--- src/rtl/usb_rxsync.sv ---
// usb_rxsync: USB receive synchronizer with bit-centre strobe recovery at 4x full-speed rate.
// Define USB_RXSYNC_SE0FILT_EN to report SE0 only after it is seen on two consecutive strobes.
module usb_rxsync #(
  parameter int SYNC_STAGES = 2,
  parameter int LS_DIV      = 8
) (
  input  logic       clk_4xrate,
  input  logic       rst1_async,
  input  logic       speed,
  input  logic       drx,
  input  logic       drx_plus,
  input  logic       drx_minus,
  output logic       rx_strobe,
  output logic       rx_bit,
  output logic       rx_se0,
  output logic [1:0] line_state,
  output logic       rx_edge
);
  localparam int PW = $clog2(4 * LS_DIV);
  localparam logic [PW-1:0] FS_LAST = PW'(3);
  localparam logic [PW-1:0] LS_LAST = PW'(4 * LS_DIV - 1);
  localparam logic [PW-1:0] FS_HALF = PW'(2);
  localparam logic [PW-1:0] LS_HALF = PW'(2 * LS_DIV);
  logic [SYNC_STAGES-1:0] sync_d, sync_p, sync_m;
  logic          d, p, m, hist, speed_q, spd_vld, spd_chg, se0, se0_hold;
  logic [PW-1:0] phase, phase_nxt, last, half;
  logic [1:0]    ls_now;
  assign d = sync_d[SYNC_STAGES-1];
  assign p = sync_p[SYNC_STAGES-1];
  assign m = sync_m[SYNC_STAGES-1];
  always_ff @(posedge clk_4xrate or posedge rst1_async) begin
    if (rst1_async) begin
      sync_d  <= '0;
      sync_p  <= '0;
      sync_m  <= '0;
      hist    <= 1'b0;
      speed_q <= 1'b0;
      spd_vld <= 1'b0;
      phase   <= '0;
    end else begin
      sync_d  <= {sync_d[SYNC_STAGES-2:0], drx};
      sync_p  <= {sync_p[SYNC_STAGES-2:0], drx_plus};
      sync_m  <= {sync_m[SYNC_STAGES-2:0], drx_minus};
      hist    <= d;
      speed_q <= speed;
      spd_vld <= 1'b1;
      phase   <= phase_nxt;
    end
  end
  // spd_vld masks the unknown pre-reset speed so release never looks like a speed change
  always_comb begin
    last      = speed ? FS_LAST : LS_LAST;
    half      = speed ? FS_HALF : LS_HALF;
    rx_edge   = d ^ hist;
    spd_chg   = spd_vld & (speed ^ speed_q);
    rx_strobe = phase == half;
    phase_nxt = spd_chg ? '0 : rx_edge ? PW'(1) : (phase >= last) ? '0 : phase + 1'b1;
    se0       = ~p & ~m;
    ls_now    = (speed | (p == m)) ? {m, p} : {p, m};
  end
`ifdef USB_RXSYNC_SE0FILT_EN
  logic se0_prev;
  always_ff @(posedge clk_4xrate or posedge rst1_async) begin
    if (rst1_async) se0_prev <= 1'b0;
    else if (rx_strobe) se0_prev <= se0;
  end
  assign se0_hold = se0 & ~se0_prev;
`else
  assign se0_hold = 1'b0;
`endif
  // a first-seen SE0 under filtering keeps the previous line state
  always_ff @(posedge clk_4xrate or posedge rst1_async) begin
    if (rst1_async) begin
      rx_bit     <= 1'b0;
      rx_se0     <= 1'b0;
      line_state <= 2'b00;
    end else if (rx_strobe) begin
      rx_bit     <= d;
      rx_se0     <= se0 & ~se0_hold;
      line_state <= se0_hold ? line_state : ls_now;
    end
  end
endmodule

--- config.mk ---
export PLATFORM = sky130hd
export DESIGN_NAME = usb_rxsync
export DESIGN_NICKNAME = d
export VERILOG_FILES = /design/src/rtl/usb_rxsync.sv
export SDC_FILE = /design/constraint.sdc
export NUM_CORES = 1
export LEC_CHECK = 0
export BUFFER_PORTS_ARGS = -buffer_cell sky130_fd_sc_hd__buf_2
export CAP_MARGIN = 10
export CORE_MARGIN = 2
export CORE_UTILIZATION = 25
export CTS_BUF_LIST = sky130_fd_sc_hd__clkbuf_4 sky130_fd_sc_hd__clkbuf_8 sky130_fd_sc_hd__clkbuf_16
export DETAILED_ROUTE_END_ITERATION = 8
export GPL_TIMING_DRIVEN = 0
export PLACE_DENSITY_LB_ADDON = 0.25
export SLEW_MARGIN = 20
export SYNTH_ARGS = -nofsm -noshare
export SYNTH_HDL_FRONTEND = slang
export SYNTH_SLANG_ARGS = --single-unit
--- constraint.sdc ---
create_clock -name clk_4xrate -period 2.05 [get_ports clk_4xrate]
set_clock_uncertainty 0.15 [all_clocks]
set_input_delay 0.41 -clock clk_4xrate [delete_from_list [all_inputs] [get_ports clk_4xrate]]
set_output_delay 0.41 -clock clk_4xrate [all_outputs]
set_load 0.02 [all_outputs]
==> flow_metrics.env, run 1 <==
export IMPL_clockBufferDepth=2
export IMPL_place_gp_congestion=0.774
export IMPL_synth_edff_count=0
export IMPL_grt_pass1_wl_um=2380
export IMPL_ys_seq_elements=18
export IMPL_cts_root_buf="clkbuf_4"
export IMPL_combPwrFrac=0.283
export IMPL_placed_cell_area_um2=901
export IMPL_post_route_util=0.332
export IMPL_start_util=0.261
export IMPL_ios=12
export IMPL_cap_violations=0
export IMPL_slew_violations=0
export IMPL_fillCellCount=314
export IMPL_core_um2=3030
export IMPL_numCtsBuffers=3
export IMPL_antenna_left=0
export IMPL_crit_arrival_ps=1490
export IMPL_synth_top_cell_by_area="dfrtp_1"
export IMPL_status="completed"
export IMPL_syn_to_final_growth_pct=27.1
export IMPL_h_tree_depth=1
export IMPL_rsz0062_at_grt="yes"
export IMPL_wl_um=1330
export IMPL_synth_area_um2=791
export IMPL_clkPwrFrac=0.230
export IMPL_grt_pass1_vias=546
export IMPL_drt_pass1_iter_count=4
export IMPL_worst_pin_slew_ps=688
export IMPL_synth_most_common_cell="dfrtp_1"
export IMPL_post_dp_hpwl_um=974
export IMPL_io_buffers=11
export IMPL_required_ps=1490
export IMPL_antenna_cells=0
export IMPL_hold_class="input port to async pin"
export IMPL_cp_max_fo=2
export IMPL_slowest_stage="dfrtp_1"
export IMPL_synthCells=58
export IMPL_ir_worst_vdd_v=0.000400
export IMPL_wl_per_cell_um=10.8
export IMPL_synth_top_area_frac=0.570
export IMPL_synthesis_nets=68
export IMPL_path_buf_inv=2
export IMPL_total_power_mw=0.928
export IMPL_ys_warn_count=0
export IMPL_ys_top_cells_by_count="dfrtp_1 (18), ha_1 (4), nor3_1 (4), inv_1 (3), xor2_1 (3)"
export IMPL_period_needed_ps=2050
export IMPL_end_kind="primary output"
export IMPL_layout_drive_gt1_share=0.392
export IMPL_vias_per_cell=4.15
export IMPL_path_delay_family="flip-flops"
export IMPL_die_area_um2=3630
export IMPL_synthTopCellsByArea="dfrtp_1 (57%), ha_1 (6.3%), xor2_1 (3.3%)"
export IMPL_clk_latency_ps=290
export IMPL_p_sw_mw=0.288
export IMPL_antenna_found_initial=0
export IMPL_die_y_um=60.2
export IMPL_p_seq_frac=0.487
export IMPL_setup_violations=0
export IMPL_cts_tree="done"
export IMPL_switching_share=0.310
export IMPL_grt_overflow_total=0
export IMPL_rows=20
export IMPL_cts_sinks=18
export IMPL_fin_nets=90
export IMPL_finalHoldViolations=0
export IMPL_whs_ps=59.2
export IMPL_ys_seq_area_frac=0.570
export IMPL_vias=511
export IMPL_internal_power_mw=0.640
export IMPL_cp_start_kind="flip-flop"
export IMPL_drc=0
export IMPL_cpPeakStageDelay_ps=420
export IMPL_dominantRegCellSynth="dfrtp_1"
export IMPL_fin_area_um2=1000
export IMPL_p_leak_nw=0.497
export IMPL_powerDensity_nw_per_um2=924
export IMPL_fmaxAchievable_mhz=489
export IMPL_slew_headroom=0.541
export IMPL_grtUsageTotal=0.0881
export IMPL_grt_max_degree=19
export IMPL_critPathKind="flip-flop to primary output"
export IMPL_chipWidth_um=60.2
export IMPL_drt_iter0_markers=7
export IMPL_async_flop_share=1.00
export IMPL_synth_distinct_cells=25
export IMPL_fin_crit_sh=0.998
export IMPL_avgSynthCellArea_um2=13.6
export IMPL_path_cells="ha_4, nor4b_4, nand2_2, inv_2, buf_6"
export IMPL_clk_pin_slew_ps=100
export IMPL_fin_tns_setup_ps=0
final cells by class:
cell class	instances	area, um^2	area share
clock buffers	4	36.3	0.0361
well taps	44	55.1	0.0548
repair buffers	17	106	0.106
plain buffers	1	11.3	0.0112
inverters	3	11.3	0.0112
flip-flops and latches	18	450	0.448
multi-input cells	36	334	0.333
state kept, by name, indices dropped and copies added (netlist names), 2 cells and up:
name and cells:
line_state 2, phase 5, sync_d 2, sync_m 2, sync_p 2
timing repair:
action | 4_1_cts | 5_1_grt
buffers inserted | 6 | 0
pin swaps | 1 | 1
endpoints found under the setup margin | 1 | 2
resized for setup | 4 | 1
hold endpoints to repair | 0 | 0
gates cloned | 0 | 0
hold buffers | 0 | 0
kinds of logic (layout without fill, tap and decap cells):
family / Yosys count / count (layout) / share of synthesized area
DFF: 18 / 18 / 0.570
AOI/OAI and AO/OA: 11 / 11 / 0.106
and+or+nand+nor: 10 / 10 / 0.0886
xor gates and xnor gates: 6 / 6 / 0.0855
adders and majority gates: 4 / 4 / 0.0633
muxes: 4 / 4 / 0.0538
buffers and inverters: 4 / 25 / 0.0285
other: 1 / 1 / 0.00474
power groups by stage:
stage | combinational (mW) | sequential [mW] | clock (mW)
final | 0.262 | 0.452 | 0.214
after global routing | 0.287 | 0.463 | 0.230
after CTS | 0.258 | 0.453 | 0.226
after detailed placement | 0.237 | 0.460 | 0
after global placement | 0.234 | 0.458 | 0
after floorplan | 0.118 | 0.503 | 0
layer usage:
metal / vias up / share of wire / global-route usage
li1: 249 / - / -
met1: 248 / 0.48 / 0.123
met2: 12 / 0.46 / 0.132
met3: 2 / 0.057 / 0.0173
met4: 0 / 0.0038 / 0.0381
met5: - / 0 / 0
placed cells by master (no fill, tap or decap):
master,Yosys,final
xnor2_1,1,1
a41o_1,1,1
mux2i_1,2,2
a211oi_1,1,1
xor2_2,1,1
a21o_2,1,1
conb_1,1,1
xor2_1,3,3
clkbuf_8,0,1
buf_4,0,6
nor3_1,4,4
and3_1,1,1
a221o_2,1,1
dfrtp_1,18,18
nor2_1,1,1
mux2_1,2,1
inv_1,3,2
nand3_1,2,2
clkbuf_4,0,3
buf_2,0,10
ha_4,0,1
a21oi_1,2,2
xnor2_2,1,1
buf_6,1,2
mux2_4,0,1
ha_1,4,3
nand2_2,1,1
inv_2,0,1
a31oi_1,2,2
a21o_1,2,2
a2bb2oi_1,1,1
nor4b_4,1,1
path summary, 6_finish.rpt:
kind,to,start,slack [ps],cells after the start
worst max-delay path,rx_strobe,phase[4],5,5
worst min-delay path,phase[0],rst1_async,60,2
worst max register to register,rx_bit,phase[4],70,7
worst min register to register,sync_p[1],sync_p[0],210,0
max in group asynchronous,phase[3],rst1_async,1260,2
min in group clk_4xrate,sync_m[0],drx_minus,70,1
metrics by stage:
step | instances | setup slack, ps
finish | 123 | 4.85
CTS | 123 | -25.0
global route | 123 | -78.7
floorplan | 58 | 210
detailed placement | 113 | -123
global placement | 113 | -98.6
worst register-to-register path: stages, from the launching register on:
cell and delay, ps:
dfrtp_1 420, ha_4 280, nor4b_4 230, nand2_2 110, buf_4 150, buf_4 120
buf_4 130, mux2_1 300
No activity file was read; power rests on OpenSTA's default activity.
==> run 2: changes to the inputs <==
Settings changed: CTS_BUF_LIST sky130_fd_sc_hd__clkbuf_4 sky130_fd_sc_hd__clkbuf_8 sky130_fd_sc_hd__clkbuf_16 to sky130_fd_sc_hd__clkbuf_4 sky130_fd_sc_hd__clkbuf_8, REMOVE_ABC_BUFFERS from default to 1, SKIP_LAST_GASP from default to 1.
==> flow_metrics.env, run 2 (same netlist as run 1, synthesis figures left out) <==
export IMPL_cpPeakStageDelay_ps=420
export IMPL_final_common_cell="dfrtp_1"
export IMPL_period_needed_ps=2040
export IMPL_hold_buffers=0
export IMPL_slew_headroom=0.558
export IMPL_cts_root_buf="clkbuf_4"
export IMPL_die_y_um=60.2
export IMPL_ios=12
export IMPL_grt_max_degree=19
export IMPL_mostFrequentLayoutCells="dfrtp_1 (18), buf_2 (10), buf_4 (5)"
export IMPL_clk_latency_ps=280
export IMPL_finalHoldViolations=0
export IMPL_setup_ws_ps=13.8
export IMPL_rsz0062_at_grt="yes"
export IMPL_crit_arrival_ps=1480
export IMPL_regMostFlops="phase"
export IMPL_status="completed"
export IMPL_chipWidth_um=60.2
export IMPL_layout_drive_gt1_share=0.355
export IMPL_core_um2=3030
export IMPL_instances_no_fill=120
export IMPL_cts_sinks=18
export IMPL_antenna_left=0
export IMPL_clk_pin_slew_ps=90
export IMPL_numCtsBuffers=3
export IMPL_vias_per_cell=4.04
export IMPL_antenna_cells=0
export IMPL_die_area_um2=3630
export IMPL_start_util=0.261
export IMPL_path_delay_family="flip-flops"
export IMPL_p_leak_nw=0.476
export IMPL_powerDensity_nw_per_um2=887
export IMPL_grt_pass1_vias=487
export IMPL_setup_violations=0
export IMPL_wl_um=1190
export IMPL_h_tree_depth=1
export IMPL_critPathKind="flip-flop to primary output"
export IMPL_vias=485
export IMPL_syn_to_final_growth_pct=22.5
export IMPL_fin_crit_sh=0.993
export IMPL_grtUsageTotal=0.0777
export IMPL_largest_reg_flops=5
export IMPL_dp_cells=112
export IMPL_wl_per_cell_um=9.90
export IMPL_drc=0
export IMPL_path_buf_inv=2
export IMPL_place_ws_ps=-218
export IMPL_slew_violations=0
export IMPL_io_buffers=11
export IMPL_fmaxAchievable_mhz=491
export IMPL_grt_overflow_total=0
export IMPL_post_dp_hpwl_um=895
export IMPL_whs_ps=60.2
export IMPL_end_kind="primary output"
export IMPL_fin_nets=88
export IMPL_antenna_found_initial=0
export IMPL_worst_pin_slew_ps=663
export IMPL_cp_start_kind="flip-flop"
export IMPL_rows=20
export IMPL_cap_violations=0
export IMPL_ir_worst_vdd_v=0.000455
export IMPL_clockBufferDepth=2
export IMPL_place_gp_congestion=0.678
export IMPL_slowest_stage="dfrtp_1"
export IMPL_drt_iter0_markers=8
export IMPL_drt_pass1_iter_count=2
export IMPL_hold_class="input port to async pin"
export IMPL_cp_max_fo=2
export IMPL_cts_tree="done"
export IMPL_required_ps=1490
export IMPL_grt_pass1_wl_um=2100
export IMPL_path_cells="ha_4, nor4b_4, nand2_2, inv_2, buf_6"
## run 2: area by class of cell
| class | instances | area (um^2) |
|---|---|---|
| fill | 314 | 2060 |
| sequential | 18 | 450 |
| multi-input combinational | 36 | 330 |
| timing repair buffer | 16 | 98.8 |
| tap | 44 | 55.1 |
| clock buffer | 3 | 22.5 |
| inverter | 3 | 11.3 |
## run 2: report_power, final
part	total (mW)	internal (mW)	switching, mW	leakage [nW]
Sequential	0.449	0.411	0.0382	0.218
Combinational	0.247	0.109	0.138	0.245
Clock	0.162	0.0680	0.0937	0.0138
## run 2: final timing paths
check | start | end | slack (ps) | cells past startpoint
setup / recovery | phase[4] | rx_strobe | 10 | 5
hold / removal | rst1_async | sync_d[1] | 60 | 2
setup reg to reg | phase[4] | rx_se0 | 300 | 5
hold reg to reg | sync_m[0] | sync_m[1] | 210 | 0
max in group asynchronous | rst1_async | phase[3] | 1270 | 2
min in group clk_4xrate | drx | sync_d[0] | 80 | 1
## run 2: repair_timing
action | CTS | global route
setup buffers | 4 | 1
gates cloned | 0 | 0
resized for setup | 4 | 0
pin swaps | 1 | 1
setup endpoints to repair | 1 | 1
## run 2: per-layer routing
metal	up-vias	global-route usage	part of all wire
met5	-	0	0
met4	0	0.0286	0
met3	0	0.0130	0.034
met2	9	0.112	0.44
met1	233	0.116	0.53
li1	243	-	-
## run 2: through the flow
stage / total power [mW] / area (um^2) / utilization / TNS [ps]
2_1_floorplan: 0.617 / 779 / - / 0
3_3_place_gp: 0.689 / 890 / 0.294 / -241
3_5_place_dp: 0.692 / 890 / 0.294 / -300
4_1_cts: 0.876 / 961 / 0.317 / -29.4
5_1_grt: 0.926 / 968 / 0.320 / -81.7
6_report: 0.859 / 968 / 0.320 / 0
==> run 3: changes to the inputs <==
Settings changed: ABC_AREA from default to 1, BUFFER_PORTS_ARGS -buffer_cell sky130_fd_sc_hd__buf_2 to default, DONT_BUFFER_PORTS from default to 1, MAX_ROUTING_LAYER from default to met4.
==> flow_metrics.env, run 3 <==
export IMPL_min_path_cells=3
export IMPL_hold_class="input port to flip-flop"
export IMPL_ys_warn_count=0
export IMPL_cp_max_fo=3
export IMPL_ir_worst_vdd_v=0.000440
export IMPL_die_area_um2=3690
export IMPL_cts_sinks=18
export IMPL_synth_top_area_frac=0.560
export IMPL_setup_violations=0
export IMPL_cts_tree="done"
export IMPL_die_y_um=60.7
export IMPL_fmaxAchievable_mhz=511
export IMPL_wl_per_cell_um=9.38
export IMPL_start_util=0.264
export IMPL_synth_distinct_cells=22
export IMPL_ys_seq_elements=18
export IMPL_synthTopCellsByArea="dfrtp_1 (56%), nand2_1 (9.8%), ha_1 (6.2%)"
export IMPL_cts_root_buf="clkbuf_4"
export IMPL_post_dp_hpwl_um=904
export IMPL_grt_pass1_wl_um=2190
export IMPL_chipWidth_um=60.7
export IMPL_clockBufferDepth=2
export IMPL_ys_seq_area_frac=0.560
export IMPL_async_flop_share=1.00
export IMPL_clk_latency_ps=280
export IMPL_core_um2=3050
export IMPL_end_kind="primary output"
export IMPL_vias_per_cell=3.96
export IMPL_vias=539
export IMPL_period_needed_ps=1960
export IMPL_layout_drive_gt1_share=0.152
export IMPL_h_tree_depth=1
export IMPL_grt_pass1_vias=518
export IMPL_cp_start_kind="flip-flop"
export IMPL_cap_violations=0
export IMPL_io_buffers=0
export IMPL_regMostFlops="phase"
export IMPL_rsz0062_at_grt="no"
export IMPL_slew_headroom=0.551
export IMPL_antenna_found_initial=0
export IMPL_fin_tns_setup_ps=0
export IMPL_synth_top_cell_by_area="dfrtp_1"
export IMPL_slowest_stage="dfrtp_1"
export IMPL_required_ps=1490
export IMPL_syn_to_final_growth_pct=19.9
export IMPL_fin_crit_sh=0.954
export IMPL_slew_violations=0
export IMPL_grt_overflow_total=0
export IMPL_drt_iter0_markers=7
export IMPL_finalHoldViolations=0
export IMPL_status="completed"
export IMPL_crit_arrival_ps=1400
export IMPL_place_gp_congestion=0.698
export IMPL_numCtsBuffers=3
export IMPL_drt_pass1_iter_count=4
export IMPL_r2r_cells=8
export IMPL_clk_pin_slew_ps=90
export IMPL_p_leak_nw=0.476
export IMPL_ys_top_cells_by_count="nand2_1 (21), dfrtp_1 (18), inv_1 (12), ha_1 (4)"
export IMPL_synth_edff_count=0
export IMPL_synth_most_common_cell="nand2_1"
export IMPL_largest_reg_flops=5
export IMPL_antenna_left=0
export IMPL_antenna_cells=0
export IMPL_dominantRegCellSynth="dfrtp_1"
export IMPL_critPathKind="flip-flop to primary output"
export IMPL_grt_max_degree=19
export IMPL_path_cells="ha_4, nand2_2, nor3_2, nand2_4, inv_4"
export IMPL_worst_pin_slew_ps=672
export IMPL_drc=0
export IMPL_mostFrequentLayoutCells="nand2_1 (20), dfrtp_1 (18), inv_1 (12)"
export IMPL_cpPeakStageDelay_ps=430
export IMPL_synthCells=82
export IMPL_avgSynthCellArea_um2=9.81
export IMPL_final_common_cell="nand2_1"
export IMPL_grtUsageTotal=0.0826
export IMPL_synth_area_um2=805
export IMPL_powerDensity_nw_per_um2=809
export IMPL_ios=12
export IMPL_wl_um=1280
export IMPL_fin_nets=104
export IMPL_rows=20
export IMPL_post_route_util=0.316
-- run 3: changes by cell type after synthesis, sizes merged, moves of 3 or more --
cell	change
a21o	-3
inv	+10
nand2	+22
o21ai	+5
xor2	-3
-- run 3: worst paths after layout --
check                                start             to  slack, ps
min in group asynchronous       rst1_async      sync_p[0]        510
worst max register to register    phase[4]  line_state[1]        360
worst min-delay path                 speed  line_state[0]        170
worst min register to register   sync_d[0]      sync_d[1]        200
worst max-delay path              phase[4]      rx_strobe         90
max in group asynchronous       rst1_async       phase[4]        810
-- run 3: area by class of cell --
class                   count  area, um^2
multi-input cells          51         320
clock buffers               3        22.5
repair buffers              7        65.1
flip-flops and latches     18         450
inverters                  13        51.3
well taps                  44        55.1
fillers                   335        2090
-- run 3: power by group --
group | switching [mW] | internal [mW]
Clock | 0.0969 | 0.0681
Combinational | 0.0706 | 0.0586
Sequential | 0.0812 | 0.405
Total | 0.249 | 0.532
-- run 3: stage by stage --
step                power [mW]  setup slack (ps)  instances  hold WS (ps)  cell area (um^2)
floorplan                0.582               358         82           181               805
global placement         0.607               268        126           182               860
detailed placement       0.609               286        126           186               860
CTS                      0.795              13.5        135           155               955
global route             0.834              3.58        136           185               965
finish                   0.781              94.4        136           166               965
-- run 3: logic make-up after synthesis --
kind of cell               count (synthesis)  share of synthesized area
and+or+nand+nor                           35                      0.213
DFF                                       18                      0.560
buffers and inverters                     13                     0.0606
AOI/OAI and AO/OA                          7                     0.0466
xor gates and xnor gates                   4                     0.0529
adders and majority gates                  4                     0.0622
other                                      1                    0.00466
-- run 3: what timing repair did --
action,in CTS,in global routing
endpoints found under the hold margin,22,0
gates resized for setup,2,1
setup endpoints to repair,1,1
hold buffers,5,0
pin swaps,1,2
setup buffers,1,1
-- run 3: critical path: cells and delay by family, from the launching register on --
kind                     cells  cell delay (ps)
flip-flops                   1              430
AND/OR/NAND/NOR              3              300
adder cells (fa/ha/maj)      1              290
buffers and inverters        1               90
-- run 3: per-layer routing --
metal,GRT usage,routed length (um)
met5,-,0
met4,0.0373,8
met3,0.0149,50
met2,0.127,595
met1,0.106,621
